===== config.mk =====
export PLATFORM = sky130hd
export DESIGN_NAME = axis_fft_framer
export DESIGN_NICKNAME = d
export VERILOG_FILES = /design/src/rtl/axis_fft_framer.sv
export SDC_FILE = /design/constraint.sdc
export NUM_CORES = 1
export LEC_CHECK = 0
export CORE_MARGIN = 3
export CORE_UTILIZATION = 42
export DETAILED_ROUTE_END_ITERATION = 10
export PLACE_DENSITY_LB_ADDON = 0.05
export SLEW_MARGIN = 10
export SYNTH_ARGS = -nofsm -noshare
export SYNTH_HDL_FRONTEND = slang
export SYNTH_SLANG_ARGS = --single-unit
export TNS_END_PERCENT = 5

===== constraint.sdc =====
create_clock -name aclk -period 1.8 [get_ports aclk]
set_input_delay 0.27 -clock aclk [delete_from_list [all_inputs] [get_ports aclk]]
set_output_delay 0.27 -clock aclk [all_outputs]
set_load 0.05 [all_outputs]

===== src/rtl/axis_fft_framer.sv =====
// axis_fft_framer: per-frame front end for the streaming FFT core.
// Accepts a transform request, issues the FFT config word, then forwards
// exactly N = 2^L samples, zero-padding short packets and draining long ones.
//
// state   | meaning
// --------+--------------------------------------------------------------
// S_IDLE  | waiting for a request; ctrl_ready high
// S_CFG   | config word presented until the FFT core accepts it
// S_DATA  | input passes straight through to the FFT data channel
// S_PAD   | input packet ended early; zero samples fill the frame
// S_DRAIN | frame complete; remaining input discarded up to its tlast
module axis_fft_framer #(
  parameter int DATA_W    = 32,
  parameter int MAX_LOG2N = 12,
  parameter int MIN_LOG2N = 3,
  parameter int CNT_W     = 16
) (
  input  logic              aclk,
  input  logic              aresetn,
  input  logic [3:0]        ctrl_log2n,
  input  logic              ctrl_fwd,
  input  logic              ctrl_valid,
  output logic              ctrl_ready,
  input  logic [DATA_W-1:0] s_axis_tdata,
  input  logic              s_axis_tvalid,
  output logic              s_axis_tready,
  input  logic              s_axis_tlast,
  output logic [23:0]       m_axis_config_tdata,
  output logic              m_axis_config_tvalid,
  input  logic              m_axis_config_tready,
  output logic [DATA_W-1:0] m_axis_data_tdata,
  output logic              m_axis_data_tvalid,
  input  logic              m_axis_data_tready,
  output logic              m_axis_data_tlast,
  output logic [CNT_W-1:0]  frame_cnt,
  output logic              evt_pad,
  output logic              evt_trunc
);

  localparam int CW = MAX_LOG2N + 1;

  typedef enum logic [2:0] {
    S_IDLE,
    S_CFG,
    S_DATA,
    S_PAD,
    S_DRAIN
  } state_t;

  state_t           r_state;
  logic             r_ctrl_ready;
  logic             r_cfg_valid;
  logic [23:0]      r_cfg_data;
  logic [CW-1:0]    r_cnt;
  logic [CW-1:0]    r_last_idx;
  logic [CNT_W-1:0] r_frame_cnt;
  logic             r_evt_pad;
  logic             r_evt_trunc;

  logic [3:0]       w_l;
  logic [CW-1:0]    w_n_m1;
  logic             w_in_data;
  logic             w_in_pad;
  logic             w_last;
  logic             w_m_beat;

  // Scale schedule for the pipelined FFT stages, indexed by clamped L
  function automatic logic [11:0] f_scale(input logic [3:0] l);
    logic [11:0] s;
    case (l)
      4'd4:    s = 12'd10;
      4'd5:    s = 12'd26;
      4'd6:    s = 12'd42;
      4'd7:    s = 12'd106;
      4'd8:    s = 12'd170;
      4'd9:    s = 12'd426;
      4'd10:   s = 12'd682;
      4'd11:   s = 12'd1706;
      default: s = (l <= 4'd3) ? 12'd6 : 12'd2730;
    endcase
    return s;
  endfunction

  // Clamp the requested size and derive the index of the last sample
  always_comb begin
    w_l = ctrl_log2n;
    if (int'(ctrl_log2n) < MIN_LOG2N) w_l = 4'(MIN_LOG2N);
    if (int'(ctrl_log2n) > MAX_LOG2N) w_l = 4'(MAX_LOG2N);
    w_n_m1 = (CW'(1) << w_l) - CW'(1);
  end

  assign w_in_data = (r_state == S_DATA);
  assign w_in_pad  = (r_state == S_PAD);
  assign w_last    = (r_cnt == r_last_idx);
  assign w_m_beat  = m_axis_data_tvalid & m_axis_data_tready;

  assign ctrl_ready           = r_ctrl_ready;
  assign m_axis_config_tdata  = r_cfg_data;
  assign m_axis_config_tvalid = r_cfg_valid;
  assign m_axis_data_tvalid   = (w_in_data & s_axis_tvalid) | w_in_pad;
  assign m_axis_data_tdata    = w_in_data ? s_axis_tdata : '0;
  assign m_axis_data_tlast    = (w_in_data | w_in_pad) & w_last;
  assign s_axis_tready        = (w_in_data & m_axis_data_tready) | (r_state == S_DRAIN);
  assign frame_cnt            = r_frame_cnt;
  assign evt_pad              = r_evt_pad;
  assign evt_trunc            = r_evt_trunc;

  // Frame sequencer: request, config handshake, data/pad/drain, frame count
  always_ff @(posedge aclk or negedge aresetn) begin
    if (!aresetn) begin
      r_state      <= S_IDLE;
      r_ctrl_ready <= 1'b1;
      r_cfg_valid  <= 1'b0;
      r_cfg_data   <= '0;
      r_cnt        <= '0;
      r_last_idx   <= '0;
      r_frame_cnt  <= '0;
      r_evt_pad    <= 1'b0;
      r_evt_trunc  <= 1'b0;
    end else begin
      r_evt_pad   <= 1'b0;
      r_evt_trunc <= 1'b0;
      case (r_state)
        S_IDLE: begin
          if (ctrl_valid) begin
            r_cfg_data   <= {3'b000, f_scale(w_l), ctrl_fwd, 4'b0000, w_l};
            r_last_idx   <= w_n_m1;
            r_cfg_valid  <= 1'b1;
            r_ctrl_ready <= 1'b0;
            r_state      <= S_CFG;
          end
        end
        S_CFG: begin
          if (m_axis_config_tready) begin
            r_cfg_valid <= 1'b0;
            r_cnt       <= '0;
            r_state     <= S_DATA;
          end
        end
        S_DATA: begin
          if (w_m_beat) begin
            r_cnt <= r_cnt + CW'(1);
            if (w_last) begin
              r_frame_cnt <= r_frame_cnt + CNT_W'(1);
              if (s_axis_tlast) begin
                r_state      <= S_IDLE;
                r_ctrl_ready <= 1'b1;
              end else begin
                r_state     <= S_DRAIN;
                r_evt_trunc <= 1'b1;
              end
            end else if (s_axis_tlast) begin
              r_state   <= S_PAD;
              r_evt_pad <= 1'b1;
            end
          end
        end
        S_PAD: begin
          if (m_axis_data_tready) begin
            r_cnt <= r_cnt + CW'(1);
            if (w_last) begin
              r_frame_cnt  <= r_frame_cnt + CNT_W'(1);
              r_state      <= S_IDLE;
              r_ctrl_ready <= 1'b1;
            end
          end
        end
        S_DRAIN: begin
          if (s_axis_tvalid && s_axis_tlast) begin
            r_state      <= S_IDLE;
            r_ctrl_ready <= 1'b1;
          end
        end
        default: begin
          r_state      <= S_IDLE;
          r_ctrl_ready <= 1'b1;
          r_cfg_valid  <= 1'b0;
        end
      endcase
    end
  end

endmodule


==> run summary <==
POWER
----------------------------------------------------------------------------------------------------
Leak                                                                                         2.92 nW
Max rail drop VDD                                                                         0.000957 V
Power per Cell Area                                                                     1280 nW/um^2
Overall Power                                                                              0.00775 W

ROUTE
----------------------------------------------------------------------------------------------------
Via density per instance                                                                        5.10
Antenna viol nets, final                                                                           0
Routed via count                                                                                3512
1st-iter DRT viols                                                                               192
Initial DRT Pass Iterations                                                                        4
Detailed-route DRC error count                                                                     0
Total Wirelength                                                                            10900 um
Average wire length per cell after detail routing                                            15.8 um

YOSYS
----------------------------------------------------------------------------------------------------
Synth Flop Type                                                                         sky130_fd_sc_hd__dfrtp_1
EDFF count, synth                                                                                  0
Register bit total from synthesis                                                                 62
Synthesized instance count                                                                       409
Synthesized area                                                                          3650 sq um
Sequential element share of the synthesized area                                               42.6%
Distinct cells, synth                                                                             51
Yosys Warn Count                                                                                   0
Mean Syn Cell Area                                                                        8.92 sq um
Asr flop ratio synth                                                                            100%

FINISH
----------------------------------------------------------------------------------------------------
Post-layout instance count excluding filler cells                                                689
Post-layout instance area                                                                 6080 sq um
Share of post-route cells with drive strength above 1                                          36.5%
Most frequent standard cell in the layout excluding fill and tap cells                  sky130_fd_sc_hd__buf_4
ANT cells                                                                                          0
Relative area change from synthesis to final layout                                            66.6%
Layout Nets                                                                                      632
Commonest cells after routing, fill and taps aside                                      sky130_fd_sc_hd__buf_4, sky130_fd_sc_hd__dfrtp_1, sky130_fd_sc_hd__nand2_1

GLOBAL ROUTE
----------------------------------------------------------------------------------------------------
Total global routing track utilization                                                         22.9%
Gr ovfl total                                                                                      0
Largest net degree at the start of global routing                                                 63
Number of global-route vias before repair                                                       3580
Initial antenna violation count                                                                    0
Wire length of the first global-routing pass                                                17900 um

FLOORPLANNING
----------------------------------------------------------------------------------------------------
Horiz. Die Dim                                                                               99.2 um
Starting Density                                                                               43.7%
Top-Level Pins                                                                                   123
Area of the core region                                                                   8340 sq um
Die footprint                                                                             9840 sq um
Chip Height                                                                                  99.2 um
Number of core rows                                                                               33

MIN PATH
----------------------------------------------------------------------------------------------------
Class of the worst hold path                                                                  in2reg
Min-Delay Path Depth                                                                               3

CTS
----------------------------------------------------------------------------------------------------
Num CTS Buffers                                                                                    9
Root Buffer                                                                             sky130_fd_sc_hd__clkbuf_8
Clock latency at the later pin of the worst-skew pair                                        0.35 ns
Total number of H-tree levels                                                                      3
Clock-pin slew reported for the worst setup and hold paths after clock tree synthesis        0.07 ns
CTS tree                                                                                       built
Maximum clock insertion buffer count                                                               2
# clock sinks                                                                                     62

PLACE
----------------------------------------------------------------------------------------------------
Port buffer count                                                                                114
Placed cell areas                                                                         5540 sq um
Number of placed cells counting well taps                                                        663
GP Congestion                                                                                  0.885
Half-perimeter wire length after placement                                                   7950 um

TIMING
----------------------------------------------------------------------------------------------------
Headroom to the max-slew limit                                                                 65.6%
Count of final hold-check violations                                                               0
Peak Freq                                                                                  0.485 GHz
Final Worst Setup Slack                                                                    -0.264 ns
Max Transition Viols Final                                                                         0
Slew at the pin closest to its max-slew limit                                               0.514 ns
Setup repair after global routing missed its margin                                              yes
Period utilisation layout                                                                       115%
Total Negative Setup Slacks                                                                 -5.71 ns
Setup-violating endpoint count in the final report                                                56
Clock skew                                                                                 0.0107 ns
Clock period minus final worst setup slack                                                   2.06 ns

SETUP PATH
----------------------------------------------------------------------------------------------------
Worst-path cell with the longest stage delay                                            sky130_fd_sc_hd__dfrtp_1
Type of element launching the critical path                                                flip-flop
Series of cell instances along the critical path                                        xor2_1 -> nor4_1 -> nand4_1 -> buf_6 -> nor2_4 -> buf_12
Type of the worst setup path                                                                 reg2out
R2r worst-path depth                                                                               8
Nature of the critical path endpoint                                                    primary output
Critical path depth                                                                                6
CP bufs+invs                                                                                       2
CP delay by family, top                                                                 simple AND/OR/NAND/NOR gates
Endpoint arrival time on the critical path                                                   1.79 ns
Critical path peak fanout                                                                          2
Largest stage delay on the critical path                                                     0.40 ns
Required time of the worst setup path                                                        1.53 ns

RUN
----------------------------------------------------------------------------------------------------
Maxcap violations                                                                                  0

STATUS
----------------------------------------------------------------------------------------------------
Status                                                                                  complete, but fails checks
Violated checks                                                                         negative setup slack

[cell type report]
type                       instances  area (sq um)
timing repair buffer             184          2030
tap                              105           131
sequential                        62          1560
inverter                           8          30.0
clock inverter                     7          73.8
multi-input combinational        314          2130
fill                             626          2260
clock buffer                       9           124
[worst min-delay path: stages]
cell and delay (ns):
sky130_fd_sc_hd__dlygate4sd2_1 0.27, sky130_fd_sc_hd__nand2b_1 0.08, sky130_fd_sc_hd__a41oi_1 0.11
[stage by stage]
stage	utilization, %	hold WS (ns)	setup WS [ns]
floorplan	-	-0.0256	-0.0573
global placement	66.4	0.307	-0.442
detailed placement	66.4	0.305	-0.508
CTS	72.3	0.413	-0.254
global route	72.9	0.448	-0.353
finish	72.9	0.424	-0.264
[cell usage after synthesis, types with 2 or more instances]
library cell	count	area share (%)
sky130_fd_sc_hd__inv_1	7	0.72
sky130_fd_sc_hd__buf_2	4	0.55
sky130_fd_sc_hd__nor2_1	35	3.6
sky130_fd_sc_hd__or3_1	2	0.34
sky130_fd_sc_hd__and3_1	3	0.51
sky130_fd_sc_hd__a41oi_1	3	0.72
sky130_fd_sc_hd__o21a_1	2	0.41
sky130_fd_sc_hd__a21o_1	4	0.82
sky130_fd_sc_hd__a32o_1	2	0.55
sky130_fd_sc_hd__nor4_2	4	1.4
sky130_fd_sc_hd__nand4_1	7	1.2
sky130_fd_sc_hd__dfrtp_1	61	42
sky130_fd_sc_hd__a21oi_1	11	1.5
sky130_fd_sc_hd__xor2_1	39	9.4
sky130_fd_sc_hd__ha_1	9	3.1
sky130_fd_sc_hd__o21ai_1	9	1.2
sky130_fd_sc_hd__nand3_1	18	2.5
sky130_fd_sc_hd__xnor2_1	2	0.48
sky130_fd_sc_hd__and4_1	3	0.72
sky130_fd_sc_hd__and2_1	34	5.8
sky130_fd_sc_hd__o21ai_0	8	1.1
sky130_fd_sc_hd__nor4_1	2	0.34
sky130_fd_sc_hd__buf_4	11	2.3
sky130_fd_sc_hd__nor2b_1	6	1.0
sky130_fd_sc_hd__a32oi_1	2	0.48
sky130_fd_sc_hd__nand2_1	50	5.1
sky130_fd_sc_hd__o211ai_1	2	0.41
sky130_fd_sc_hd__a31oi_1	5	0.86
sky130_fd_sc_hd__clkbuf_1	16	1.6
sky130_fd_sc_hd__nand2b_1	8	1.4
sky130_fd_sc_hd__o31ai_1	4	0.82
sky130_fd_sc_hd__nor3_1	17	2.3
[sequential cells by signal, indices dropped and copies added (netlist names)]
signal and flops:
frame_cnt 16, m_axis_config_tdata 16, r_cnt 13, r_last_idx 10, r_state 3, ctrl_ready 1
evt_pad 1, evt_trunc 1, m_axis_config_tvalid 1
[metal layers]
metal,vias to the layer above,GRT usage [%],wire (um),share of wire (%)
met5,-,0,0,0
met4,0,5.99,124,1.1
met3,10,6.94,605,5.6
met2,79,39.8,5600,51
met1,1704,27.5,4570,42
li1,1719,-,-,-
[path summary, 6_finish.rpt]
kind | from | to | slack [ns]
setup reg to reg | r_cnt[3] | frame_cnt[13] | -0.23
min in group asynchronous | aresetn | frame_cnt[8] | 0.46
hold / removal | ctrl_log2n[3] | m_axis_config_tdata[3] | 0.42
hold reg to reg | frame_cnt[15] | frame_cnt[15] | 0.47
max in group asynchronous | aresetn | ctrl_ready | 1.03
setup / recovery | r_cnt[3] | m_axis_data_tlast | -0.26
[repair_timing]
action / in CTS / in global routing
buffers inserted: 5 / 1
hold buffers: 1 / 0
endpoints found under the hold margin: 61 / 0
pin swaps: 28 / 4
resized for setup: 57 / 11
setup endpoints to repair: 55 / 59
gates cloned: 3 / 0
[where the power goes]
group	leakage, nW	total [W]	internal [W]	switching (W)
logic	2.02	0.00447	0.00203	0.00244
registers	0.801	0.00204	0.00175	0.000296
clock network	0.0996	0.00123	0.000643	0.000592
[cell families (layout without fill, tap and decap cells)]
family,Yosys count,after routing,synth area share [%]
AOI/OAI and AO/OA,59,59,10.7
adders and majority gates,9,9,3.09
muxes,3,3,0.892
DFF,62,62,42.6
buffers and inverters,40,208,5.39
other,1,8,0.103
xor gates and xnor gates,41,41,9.85
and+or+nand+nor,194,194,27.4
Power figures use the tool's default switching activity.
